<file path="src/rtl/mem_arb_pkg.sv">
// Shared types and constants for the two-requester memory arbiter.
//   state_e : arbiter FSM states (IDLE/BUSY/DONE)
//   owner_e : which requester owns the current transaction
//   TIMEOUT_DEF : default BUSY-cycle limit before a transaction is aborted
package mem_arb_pkg;

  typedef enum logic [1:0] {
    IDLE = 2'd0,
    BUSY = 2'd1,
    DONE = 2'd2
  } state_e;

  typedef enum logic {
    OWN_IF = 1'b0,
    OWN_DM = 1'b1
  } owner_e;

  localparam int TIMEOUT_DEF = 15;
  localparam int CNT_W       = 8;

endpackage

</file>
<file path="src/rtl/mem_arb_timer.sv">
// BUSY-phase watchdog counter for the memory arbiter.
// Ports:
//   clk, rst   : clock and synchronous active-low reset
//   clr_i      : clear the count (start of a transaction)
//   inc_i      : count one BUSY cycle that ended without mem_ready
//   expired_o  : this increment brings the count to TIMEOUT
module mem_arb_timer
  import mem_arb_pkg::*;
#(
  parameter int TIMEOUT = TIMEOUT_DEF
) (
  input  logic clk,
  input  logic rst,
  input  logic clr_i,
  input  logic inc_i,
  output logic expired_o
);

  localparam logic [CNT_W-1:0] LAST = CNT_W'(TIMEOUT - 1);

  logic [CNT_W-1:0] cnt_q, cnt_d;

  always_comb begin
    cnt_d = cnt_q;
    if (clr_i)      cnt_d = '0;
    else if (inc_i) cnt_d = cnt_q + CNT_W'(1);
  end

  always_ff @(posedge clk) begin
    if (!rst) cnt_q <= '0;
    else      cnt_q <= cnt_d;
  end

  // Flagged one cycle early so the FSM leaves BUSY on the edge where the
  // count would reach TIMEOUT, giving exactly TIMEOUT BUSY cycles.
  assign expired_o = inc_i && !clr_i && (cnt_q == LAST);

endmodule

</file>
<file path="src/rtl/mem_arbiter.sv">
// Two-requester arbiter (fetch stage / data stage) for one shared memory port.
// Ports:
//   clk, rst                    : clock, synchronous active-low reset
//   if_req/if_addr              : fetch read request (held until if_done)
//   if_done/if_rdata            : fetch completion pulse and read data
//   dm_req/dm_wr/dm_addr/dm_wdata : data-stage request (held until dm_done)
//   dm_done/dm_rdata            : data-stage completion pulse and read data
//   mem_en/mem_wr/mem_addr/mem_wdata : registered shared-memory request
//   mem_rdata/mem_ready         : memory read data and completion
//   if_stall/dm_stall           : req & ~done per requester
//   err                         : pulses with done when a transaction times out
// Build option: define MEM_ARB_RR_EN for round-robin tie breaking; otherwise
// the data stage always wins a tie.
module mem_arbiter
  import mem_arb_pkg::*;
#(
  parameter int TIMEOUT = TIMEOUT_DEF,
  parameter int DW      = 16
) (
  input  logic          clk,
  input  logic          rst,
  input  logic          if_req,
  input  logic [DW-1:0] if_addr,
  output logic          if_done,
  output logic [DW-1:0] if_rdata,
  input  logic          dm_req,
  input  logic          dm_wr,
  input  logic [DW-1:0] dm_addr,
  input  logic [DW-1:0] dm_wdata,
  output logic          dm_done,
  output logic [DW-1:0] dm_rdata,
  output logic          mem_en,
  output logic          mem_wr,
  output logic [DW-1:0] mem_addr,
  output logic [DW-1:0] mem_wdata,
  input  logic [DW-1:0] mem_rdata,
  input  logic          mem_ready,
  output logic          if_stall,
  output logic          dm_stall,
  output logic          err
);

  // state | meaning
  // IDLE  | no transaction; grant on any request
  // BUSY  | memory access in flight, waiting for mem_ready or timeout
  // DONE  | owner's done (and err on timeout) high for this one cycle

  state_e          state_q;
  owner_e          owner_q;
  owner_e          grant_d;
  logic            mem_en_q, mem_wr_q;
  logic [DW-1:0]   mem_addr_q, mem_wdata_q;
  logic [DW-1:0]   if_rdata_q, dm_rdata_q;
  logic            if_done_q, dm_done_q, err_q;
  logic            any_req, tmr_clr, tmr_inc, tmr_expired;

`ifdef MEM_ARB_RR_EN
  owner_e          last_grant_q;
`endif

  assign any_req = if_req || dm_req;

  always_comb begin
`ifdef MEM_ARB_RR_EN
    if (if_req && dm_req) grant_d = (last_grant_q == OWN_DM) ? OWN_IF : OWN_DM;
    else                  grant_d = dm_req ? OWN_DM : OWN_IF;
`else
    grant_d = dm_req ? OWN_DM : OWN_IF;
`endif
  end

  assign tmr_clr = (state_q == IDLE) && any_req;
  assign tmr_inc = (state_q == BUSY) && !mem_ready;

  mem_arb_timer #(.TIMEOUT(TIMEOUT)) u_timer (
    .clk       (clk),
    .rst       (rst),
    .clr_i     (tmr_clr),
    .inc_i     (tmr_inc),
    .expired_o (tmr_expired)
  );

  always_ff @(posedge clk) begin
    if (!rst) begin
      state_q     <= IDLE;
      owner_q     <= OWN_IF;
      mem_en_q    <= 1'b0;
      mem_wr_q    <= 1'b0;
      mem_addr_q  <= '0;
      mem_wdata_q <= '0;
      if_rdata_q  <= '0;
      dm_rdata_q  <= '0;
      if_done_q   <= 1'b0;
      dm_done_q   <= 1'b0;
      err_q       <= 1'b0;
`ifdef MEM_ARB_RR_EN
      last_grant_q <= OWN_IF;
`endif
    end else begin
      if_done_q <= 1'b0;
      dm_done_q <= 1'b0;
      err_q     <= 1'b0;
      case (state_q)
        IDLE: begin
          if (any_req) begin
            state_q  <= BUSY;
            owner_q  <= grant_d;
            mem_en_q <= 1'b1;
`ifdef MEM_ARB_RR_EN
            last_grant_q <= grant_d;
`endif
            if (grant_d == OWN_DM) begin
              mem_wr_q    <= dm_wr;
              mem_addr_q  <= dm_addr;
              mem_wdata_q <= dm_wdata;
            end else begin
              mem_wr_q    <= 1'b0;
              mem_addr_q  <= if_addr;
              mem_wdata_q <= '0;
            end
          end
        end
        BUSY: begin
          // tmr_expired already implies !mem_ready, so ready always wins.
          if (mem_ready || tmr_expired) begin
            state_q   <= DONE;
            mem_en_q  <= 1'b0;
            mem_wr_q  <= 1'b0;
            if_done_q <= (owner_q == OWN_IF);
            dm_done_q <= (owner_q == OWN_DM);
            err_q     <= !mem_ready;
            // Aborted reads return zero; writes never touch read data.
            if (!mem_wr_q) begin
              if (owner_q == OWN_DM) dm_rdata_q <= mem_ready ? mem_rdata : '0;
              else                   if_rdata_q <= mem_ready ? mem_rdata : '0;
            end
          end
        end
        DONE:    state_q <= IDLE;
        default: state_q <= IDLE;
      endcase
    end
  end

  assign mem_en    = mem_en_q;
  assign mem_wr    = mem_wr_q;
  assign mem_addr  = mem_addr_q;
  assign mem_wdata = mem_wdata_q;
  assign if_rdata  = if_rdata_q;
  assign dm_rdata  = dm_rdata_q;
  assign if_done   = if_done_q;
  assign dm_done   = dm_done_q;
  assign err       = err_q;
  assign if_stall  = if_req && !if_done_q;
  assign dm_stall  = dm_req && !dm_done_q;

endmodule

</file>
<file path="config.mk">
export PLATFORM = sky130hd
export DESIGN_NAME = mem_arbiter
export DESIGN_NICKNAME = d
export VERILOG_FILES = /design/src/rtl/mem_arb_pkg.sv /design/src/rtl/mem_arb_timer.sv /design/src/rtl/mem_arbiter.sv
export SDC_FILE = /design/constraint.sdc
export NUM_CORES = 1
export LEC_CHECK = 0
export ABC_AREA = 1
export CORE_UTILIZATION = 40
export DETAILED_ROUTE_END_ITERATION = 8
export DONT_BUFFER_PORTS = 1
export PLACE_DENSITY = 0.57
export SETUP_SLACK_MARGIN = 0.02
export SYNTH_ARGS = -nofsm -noshare
export SYNTH_HDL_FRONTEND = slang
export SYNTH_HIERARCHICAL = 1
export SYNTH_SLANG_ARGS = --single-unit
</file>
<file path="constraint.sdc">
create_clock -name clk -period 3.55 [get_ports clk]
set_clock_uncertainty 0.05 [all_clocks]
set_input_delay 0.71 -clock clk [delete_from_list [all_inputs] [get_ports clk]]
set_output_delay 0.71 -clock clk [all_outputs]
set_load 0.01 [all_outputs]
</file>
==> reports/metrics.yaml, run 1 <==
outcome:
  outcome: "completed"
floorplan:
  rows: 33
  die-area_um2: 9120
  io_pins: 141
  fp.coreArea_um2: 8340
  dieHeight_um: 95.5
  start_util_pct: 41.9
  die-width_um: 95.5
yosys:
  synth_seq_cells: 80
  syn-cell-area_um2: 3500
  avgSynthCellArea_um2: 6.72
  syn_inst: 520
  seq_area_frac_synth_pct: 45.8
  ys_warn_count: 6
  synth.distinct_cells: 22
  synth_nets: 592
sta:
  relSlewSlack_pct: 57.3
  rsz0062_at_grt: "false"
  setup_viol: 0
  slew_violations: 0
  tns_ps: 0
  max_freq_mhz: 443
  tightest_slew_ps: 641
  finalHoldViolations: 0
  finalCriticalPeriod_ps: 2260
  fin_crit_sh_pct: 63.5
clock_network:
  path_clk_slew_ps: 90
  cts_resized: 0
  postCtsSetupBuffers: 0
  tritoncts: "built"
  numCtsBuffers: 9
  cts_sinks: 80
  hold_buffers: 0
  clock_path_buffers: 2
  cts_max_level: 3
  root_buffer: "clkbuf_8"
  clkLatencyLatePin_ps: 340
power:
  powerDensity_nw_per_um2: 506
  p_leak_nw: 1.77
  comb_power_share_pct: 10.4
  clock_power_share_pct: 35.0
  fin_total_pwr_mw: 1.87
  power.switching_uw: 524
  power.share.sequential_pct: 54.7
  intPower_mw: 1.34
  ir_drop_uv: 238
  switching_share_pct: 28.1
routing:
  drt_iter0_drc: 105
  drc: 0
  vias: 2921
  viasPerCell: 4.71
  firstDrtPassIters: 4
  wl_um: 7660
  antenna_left: 0
  wl_per_cell_um: 12.4
place:
  io_buffers: 0
  place.gp.congestion: 0.778
  place_area_um2: 3500
  dp_hpwl_um: 5350
global_routing:
  grt_pass1_wl_um: 12000
  grt_pass1_vias: 2622
  grt_max_degree: 52
  grt.total_usage_pct: 17.2
  gr-total-overflow: 0
  groute.layer.met3.usage_pct: 6.38
  antenna_found_initial: 0
  grt.met1_usage_pct: 21.5
  grt.busiest_layer: "met2"
  grtUsageMet2_pct: 27.0
setup_path:
  path_delay_family: "simple AND/OR/NAND/NOR gates"
  worst_path_max_delay_cell: "dfxtp_1"
  endpoint_kind: "flop"
  max_stage_delay_ps: 430
  worstSetupStartpointType: "flop"
  crit_type: "flop to flop"
  cp_data_arrival_time_ps: 2450
  crit_fanout: 26
  crit_buf_inv: 1
  required_ps: 3750
  path_cells: "nand2_1, nor2_1, nand2_1, nor4_1, inv_1, nand2_1, nand3_4, nor2_1, nor2_1"
finish:
  drive_gt1_share_pct: 5.83
  diodes: 0
  final_nets: 582
  final_area_um2: 3690
  fillers: 881
  area_growth_pct: 5.55
flow_run:
  maxCapViolations: 0
min_path:
  hp-class: "input port to flop"
[per-layer routing]
layer | vias up | share of wire, % | wire [µm]
met5 | - | 0 | 0
met4 | 0 | 1.1 | 84
met3 | 8 | 8.8 | 674
met2 | 97 | 45 | 3440
met1 | 1265 | 45 | 3470
li1 | 1551 | - | -
[stage by stage]
stage               hold WS [ps]  worst slack, ps  util [%]  instances
floorplan                    396              934         -        520
global placement             424             1010      42.0        604
CTS                          367             1270      44.2        620
finish                       385             1290      44.2        620
global route                 353              953      44.2        620
detailed placement           445              943      42.0        604
[sequential cells by signal, summed over array words and instances, names as in the netlist]
| register | cells |
|---|---|
| dm_done | 1 |
| dm_rdata | 16 |
| err | 1 |
| if_done | 1 |
| if_rdata | 16 |
| mem_addr | 16 |
| mem_en | 1 |
| mem_wdata | 16 |
| mem_wr | 1 |
| owner_q | 1 |
| state_q | 2 |
| u_timer/cnt_q | 8 |
[Yosys cell counts]
cell	count	area share (%)
buf_6	3	0.97
ha_1	2	0.72
nand4_1	1	0.18
nor2_2	2	0.36
clkbuf_1	4	0.43
nor2_4	3	0.97
buf_2	11	1.6
o21ai_0	19	2.7
inv_1	55	5.9
inv_2	3	0.32
nand3_1	19	2.7
nor3_4	1	0.47
nor3_1	1	0.14
nor2_1	100	11
nand2_2	2	0.36
a21oi_1	33	4.7
nor4_1	1	0.18
buf_4	5	1.1
nand3_4	2	1.0
dfxtp_1	80	46
nand2_1	172	18
inv_4	1	0.18
[kinds of logic (layout without fill, tap and decap cells)]
| kind of cell | Yosys count | after routing | synth area share, % |
|---|---|---|---|
| AOI/OAI and AO/OA | 52 | 52 | 7.44 |
| adders and majority gates | 2 | 2 | 0.716 |
| DFF | 80 | 80 | 45.8 |
| buffers and inverters | 82 | 77 | 10.5 |
| and+or+nand+nor | 304 | 304 | 35.6 |
[cells in the final DEF (no fill, tap or decap), types with 3 or more instances in the layout]
cell and instances:
nand2_1 172, nand3_1 19, o21ai_0 19, nor2_1 100, inv_2 3, inv_1 55, clkinvlp_4 3, clkbuf_8 9
a21oi_1 33, dfxtp_1 80, nor2_4 3
[cell type report]
cell class | count | area (µm²) | area share [%]
clock buffer | 11 | 131 | 3.56
clock inverter | 5 | 57.6 | 1.56
inverter | 59 | 224 | 6.07
multi-input combinational | 358 | 1530 | 41.4
sequential | 80 | 1600 | 43.4
tap | 105 | 131 | 3.56
timing repair buffer | 2 | 15.0 | 0.407
[power groups by stage]
stage	Clock, mW	Combinational (mW)	Sequential [mW]
2_1_floorplan	0	0.185	1.03
3_3_place_gp	0	0.192	1.04
3_5_place_dp	0	0.196	1.04
4_1_cts	0.674	0.197	1.02
5_1_grt	0.714	0.229	1.03
6_report	0.653	0.194	1.02
[path summary, 6_finish.rpt]
kind / start / endpoint / slack (ps) / cells past startpoint
worst max register to register: state_q[0] / if_rdata[5] / 1290 / 9
worst min-delay path: mem_ready / err / 390 / 1
worst min register to register: u_timer/cnt_q[3] / u_timer/cnt_q[3] / 460 / 1
worst max-delay path: state_q[0] / if_rdata[5] / 1290 / 9
(Power assumes the default switching activity.)
==> inputs of run 2 (changes only) <==
==> constraint.sdc (replaced) <==
create_clock -name clk -period 2.1 [get_ports clk]
set_clock_uncertainty 0.05 [all_clocks]
set_input_delay 0.42 -clock clk [delete_from_list [all_inputs] [get_ports clk]]
set_output_delay 0.42 -clock clk [all_outputs]
set_load 0.01 [all_outputs]
==> run 2 against run 1 <==
- worst setup slack got worse by 1100 ps
- combinational power rose by 76%
- first-iteration DRC count down 20%
- register-to-register slack worse by 1100 ps
- cell area increased by 2.2%
- via count grew 0.58%
- critical path depth unchanged
- fmax grew 19%
- sequential share of layout area is 0.95 points lower
- worst hold slack worse by 300 ps
- critical path type unchanged
- critical endpoint unchanged
==> reports/metrics.yaml, run 2 (synthesized netlist as in run 1, its figures left out) <==
routing:
  dr_wl_met3_um: 733  # +8.8%
  drt_iter0_drc: 84  # -20%
  antenna_left: 0  # unchanged
  wl_per_cell_um: 12.3  # -0.19%
  dr_wl_met2_um: 3470  # +1.0%
  firstDrtPassIters: 4  # unchanged
  wl_um: 7660  # about the same
  highest_layer: "met4"
  drc: 0  # unchanged
  met1_length_um: 3340  # -3.5%
  vias: 2938  # +0.58%
  viasPerCell: 4.73  # +0.42%
place:
  place.gp.congestion: 0.774  # -0.54%
  placed_cells: 607  # +0.50%
  io_buffers: 0  # unchanged
  place_area_um2: 3550  # +1.4%
  dp_hpwl_um: 5400  # +1.1%
clock_network:
  clock_path_buffers: 2  # unchanged
  cts_sinks: 80  # unchanged
  clkLatencyLatePin_ps: 350  # about the same
  root_buffer: "clkbuf_8"
  numCtsBuffers: 9  # unchanged
  postCtsSetupBuffers: 0  # unchanged
  path_clk_slew_ps: 80  # about the same
  cts_resized: 0  # unchanged
  cts_max_level: 3  # unchanged
  hold_buffers: 0  # unchanged
  tritoncts: "built"
setup_path:
  timing.rr.end: "if_rdata[5]"
  endpoint_kind: "flop"
  worstSetupStartpointType: "flop"
  path_depth: 9  # unchanged
  required_ps: 2300  # -1450 ps
  path_delay_family: "simple AND/OR/NAND/NOR gates"
  crit_buf_inv: 1  # unchanged
  crit_fanout: 26  # unchanged
  path_cells: "nand2_1, nor2_2, nand2_1, nor4_2, inv_1, nand2_2, nand3_4, nor2_1, nor2_1"
  worst_path_max_delay_cell: "dfxtp_1"
  rrSetupSlack_ps: 210  # -1080 ps
  cp_data_arrival_time_ps: 2090  # -360 ps
  max_stage_delay_ps: 440  # about the same
  crit_type: "flop to flop"
  r2r_start: "state_q[0]"
  ff2ff_path_depth: 9  # unchanged
floorplan:
  start_util_pct: 41.9  # unchanged
  rows: 33  # unchanged
  io_pins: 141  # unchanged
  die-width_um: 95.5  # unchanged
  fp.coreArea_um2: 8340  # unchanged
  dieHeight_um: 95.5  # unchanged
  die-area_um2: 9120  # unchanged
sta:
  relSlewSlack_pct: 54.9  # -2.3 points
  rsz0062_at_grt: "false"
  fin_crit_sh_pct: 89.9  # +26 points
  finalCriticalPeriod_ps: 1890  # -368 ps
  tns_ps: 0  # unchanged
  slew_violations: 0  # unchanged
  tightest_slew_ps: 674  # +33.7 ps
  max_freq_mhz: 530  # +19%
  setup_viol: 0  # unchanged
  finalHoldWorstSlack_ps: 88.6  # -297 ps
  finalHoldViolations: 0  # unchanged
min_path:
  hold_end: "err"
  hp-class: "input port to flop"
  min_from: "mem_ready"
  min_path_cells: 1  # unchanged
power:
  p_leak_nw: 1.82  # +2.5%
  powerDensity_nw_per_um2: 892  # +76%
  ir_drop_uv: 368  # +55%
global_routing:
  grt_pass1_wl_um: 12300  # +2.1%
  grt.total_usage_pct: 17.4  # +0.18 points
  antenna_found_initial: 0  # unchanged
  grt_pass1_vias: 2725  # +3.9%
  grt_max_degree: 52  # unchanged
  gr-total-overflow: 0  # unchanged
finish:
  fillers: 884  # +0.34%
  final_area_um2: 3770  # +2.2%
  layout.cells.most_common_list: "nand2_1 (171), nor2_1 (99), dfxtp_1 (80)"
  diodes: 0  # unchanged
  drive_gt1_share_pct: 6.78  # +0.96 points
  final_nets: 585  # +0.52%
  area_growth_pct: 7.91
  final_common_cell: "nand2_1"
  stdcell_count: 621  # +0.16%
outcome:
  outcome: "completed"
flow_run:
  maxCapViolations: 0  # unchanged
run 2: worst max path at each step:
stage	from	slack, ps	end
2_1_floorplan	dm_req	40	if_rdata[10]
3_3_place_gp	if_req	310	if_rdata[9]
3_5_place_dp	state_q[0]	210	if_rdata[5]
4_1_cts	state_q[0]	200	if_rdata[5]
5_1_grt	state_q[0]	40	if_rdata[1]
6_report	state_q[0]	210	if_rdata[5]
run 2: metal layers:
layer	up-vias	track usage [%]
li1	1552	-
met1	1276	20.3
met2	99	28.6
met3	11	7.74
met4	0	5.47
met5	-	0
run 2: cell type report:
| cell class | count | area, µm² | area share [%] |
|---|---|---|---|
| Timing Repair Buffer | 5 | 50.0 | 1.33 |
| Clock inverter | 4 | 95.1 | 2.52 |
| Sequential cell | 80 | 1600 | 42.5 |
| Tap cell | 105 | 131 | 3.48 |
| Inverter | 59 | 226 | 6.00 |
| Multi-Input combinational cell | 358 | 1540 | 40.8 |
| Clock buffer | 10 | 128 | 3.38 |
run 2: metrics by stage:
stage	setup WS, ps	utilization, %	power [mW]
3_3_place_gp	307	42.6	2.10
6_report	212	45.2	3.37
4_1_cts	204	45.2	3.41
2_1_floorplan	39.2	-	2.06
5_1_grt	44.3	45.2	3.55
3_5_place_dp	208	42.6	2.11
run 2: power breakdown:
part	leakage, nW	internal, mW	switching [mW]
Clock	0.112	0.776	0.525
Sequential	0.654	1.61	0.112
Combinational	1.05	0.119	0.222
Total	1.82	2.51	0.859
==> inputs of run 3 (changes only) <==
--- a/config.mk
+++ b/config.mk
@@ -7,6 +7,7 @@
 export LEC_CHECK = 0
 export ABC_AREA = 1
 export CORE_UTILIZATION = 40
+export CTS_BUF_LIST = sky130_fd_sc_hd__clkbuf_16
 export DETAILED_ROUTE_END_ITERATION = 8
 export DONT_BUFFER_PORTS = 1
 export PLACE_DENSITY = 0.57
==> run 3 against run 2 <==
- cell count is the same
- sequential cell count is the same
- non-clock buffer count is the same
- via count grew 0.99%
- register-to-register slack is essentially flat
- sequential power is essentially flat
- total power grew 12%
- highest routed layer unchanged
==> reports/metrics.yaml, run 3 (synthesized netlist as in run 1, its figures left out) <==
outcome:
  outcome: "completed"
finish:
  fin_util_pct: 46.4  # +1.2 points
  layout.cells.most_common_list: "nand2_1 (171), nor2_1 (99), dfxtp_1 (80)"
  stdcell_count: 621  # unchanged
  diodes: 0  # unchanged
  fillers: 870  # -1.6%
  final_nets: 585  # unchanged
  final_common_cell: "nand2_1"
  final_area_um2: 3870  # +2.7%
  area_growth_pct: 10.8
  drive_gt1_share_pct: 6.78  # unchanged
floorplan:
  start_util_pct: 41.9  # unchanged
  io_pins: 141  # unchanged
  die-width_um: 95.5  # unchanged
  rows: 33  # unchanged
  die-area_um2: 9120  # unchanged
  dieHeight_um: 95.5  # unchanged
  fp.coreArea_um2: 8340  # unchanged
global_routing:
  grt_pass1_wl_um: 12300  # +0.17%
  antenna_found_initial: 0  # unchanged
  gr-total-overflow: 0  # unchanged
  groute.layer.met3.usage_pct: 7.02  # -0.72 points
  grt_pass1_vias: 2726  # +0.037%
  grt.met1_usage_pct: 20.2  # -0.049 points
  grt.total_usage_pct: 17.4  # +0.034 points
  grt.busiest_layer: "met2"
  grt_max_degree: 52  # unchanged
  grtUsageMet2_pct: 28.7  # +0.18 points
clock_network:
  tritoncts: "built"
  cts_resized: 0  # unchanged
  clock_path_buffers: 2  # unchanged
  clkLatencyLatePin_ps: 330  # -20 ps
  path_clk_slew_ps: 60  # -20 ps
  hold_buffers: 0  # unchanged
  root_buffer: "clkbuf_16"
  postCtsSetupBuffers: 0  # unchanged
  cts_sinks: 80  # unchanged
  numCtsBuffers: 9  # unchanged
  cts_max_level: 3  # unchanged
sta:
  max_freq_mhz: 530  # about the same
  rsz0062_at_grt: "false"
  worst_slack_ps: 213  # +1.29 ps
  relSlewSlack_pct: 55.8  # +0.89 points
  finalCriticalPeriod_ps: 1890  # -1.29 ps
  tightest_slew_ps: 661  # -13.3 ps
  tns_ps: 0  # unchanged
  finalHoldViolations: 0  # unchanged
  fin_crit_sh_pct: 89.8  # about the same
  setup_viol: 0  # unchanged
  slew_violations: 0  # unchanged
  finalHoldWorstSlack_ps: 111  # +22.6 ps
min_path:
  hp-class: "input port to flop"
power:
  fin_total_pwr_mw: 3.78  # +12%
  intPower_mw: 2.87  # +15%
  power.share.sequential_pct: 45.7  # -5.5 points
  powerDensity_nw_per_um2: 976  # +9.4%
  p_leak_nw: 1.87  # +2.8%
  clock_power_share_pct: 45.3  # +6.7 points
  ir_drop_uv: 440  # +19%
  comb_power_share_pct: 9.0  # -1.1 points
  switching_share_pct: 24.0  # -1.6 points
  power.switching_uw: 905  # +5.4%
setup_path:
  rrSetupSlack_ps: 210  # about the same
  timing.rr.end: "if_rdata[5]"
  r2r_start: "state_q[0]"
  worstSetupStartpointType: "flop"
  crit_path_end: "if_rdata[5]"
  endpoint_kind: "flop"
  crit_start: "state_q[0]"
  cp_data_arrival_time_ps: 2060  # -30 ps
  required_ps: 2270  # -30 ps
  crit_fanout: 26  # unchanged
  ff2ff_path_depth: 9  # unchanged
  crit_type: "flop to flop"
routing:
  drc: 0  # unchanged
  wl_um: 7700  # +0.50%
  viasPerCell: 4.78  # +0.99%
  wl_per_cell_um: 12.4  # +0.50%
  drt_iter0_drc: 96  # +14%
  vias: 2967  # +0.99%
  firstDrtPassIters: 4  # unchanged
  antenna_left: 0  # unchanged
place:
  place.gp.congestion: 0.774  # unchanged
  place_area_um2: 3550  # unchanged
  dp_slack_ps: 208  # unchanged
  io_buffers: 0  # unchanged
  placed_cells: 607  # unchanged
  dp_hpwl_um: 5400  # unchanged
flow_run:
  maxCapViolations: 0  # unchanged
-- run 3: cell count changes in the layout (fill, tap and decap cells not counted), sizes merged --
cell,delta
inv,+1
clkbuf,-1
-- run 3: worst min-delay path by stage --
| stage | start | end | slack, ps | depth (start not counted) |
|---|---|---|---|---|
| 4_1_cts | mem_ready | err | 110 | 1 |
| 6_report | mem_ready | err | 110 | 1 |
| 5_1_grt | mem_ready | err | 100 | 1 |
| 3_5_place_dp | owner_q | if_done | 430 | 1 |
| 3_3_place_gp | u_timer/cnt_q[3] | u_timer/cnt_q[3] | 430 | 1 |
| 2_1_floorplan | owner_q | if_done | 400 | 1 |
-- run 3: metal layers --
metal | vias to the layer above | wire length [µm]
met3 | 10 | 739
met4 | 0 | 112
met1 | 1297 | 3320
met5 | - | 0
met2 | 106 | 3530
li1 | 1554 | -
-- run 3: power by group through the flow --
| stage | sequential, mW | combinational, mW | clock [mW] |
|---|---|---|---|
| global placement | 1.76 | 0.338 | 0 |
| finish | 1.73 | 0.341 | 1.71 |
| floorplan | 1.74 | 0.319 | 0 |
| CTS | 1.73 | 0.347 | 1.75 |
| detailed placement | 1.76 | 0.345 | 0 |
| global route | 1.74 | 0.403 | 1.82 |
-- run 3: critical path: stages (launching register included) --
cell and delay (ps):
dfxtp_1 430, nand2_1 120, nor2_2 130, nand2_1 70
nor4_2 270, inv_1 90, nand2_2 120, nand3_4 240
nor2_1 190, nor2_1 60
-- run 3: layout make-up --
type,instances,area (µm²),share of cell area (%)
tap,105,131,3.39
clock buffer,9,225,5.81
clock inverter,5,98.8,2.55
sequential,80,1600,41.3
timing repair buffer,5,50.0,1.29
multi-input combinational,358,1540,39.8
inverter,59,226,5.85
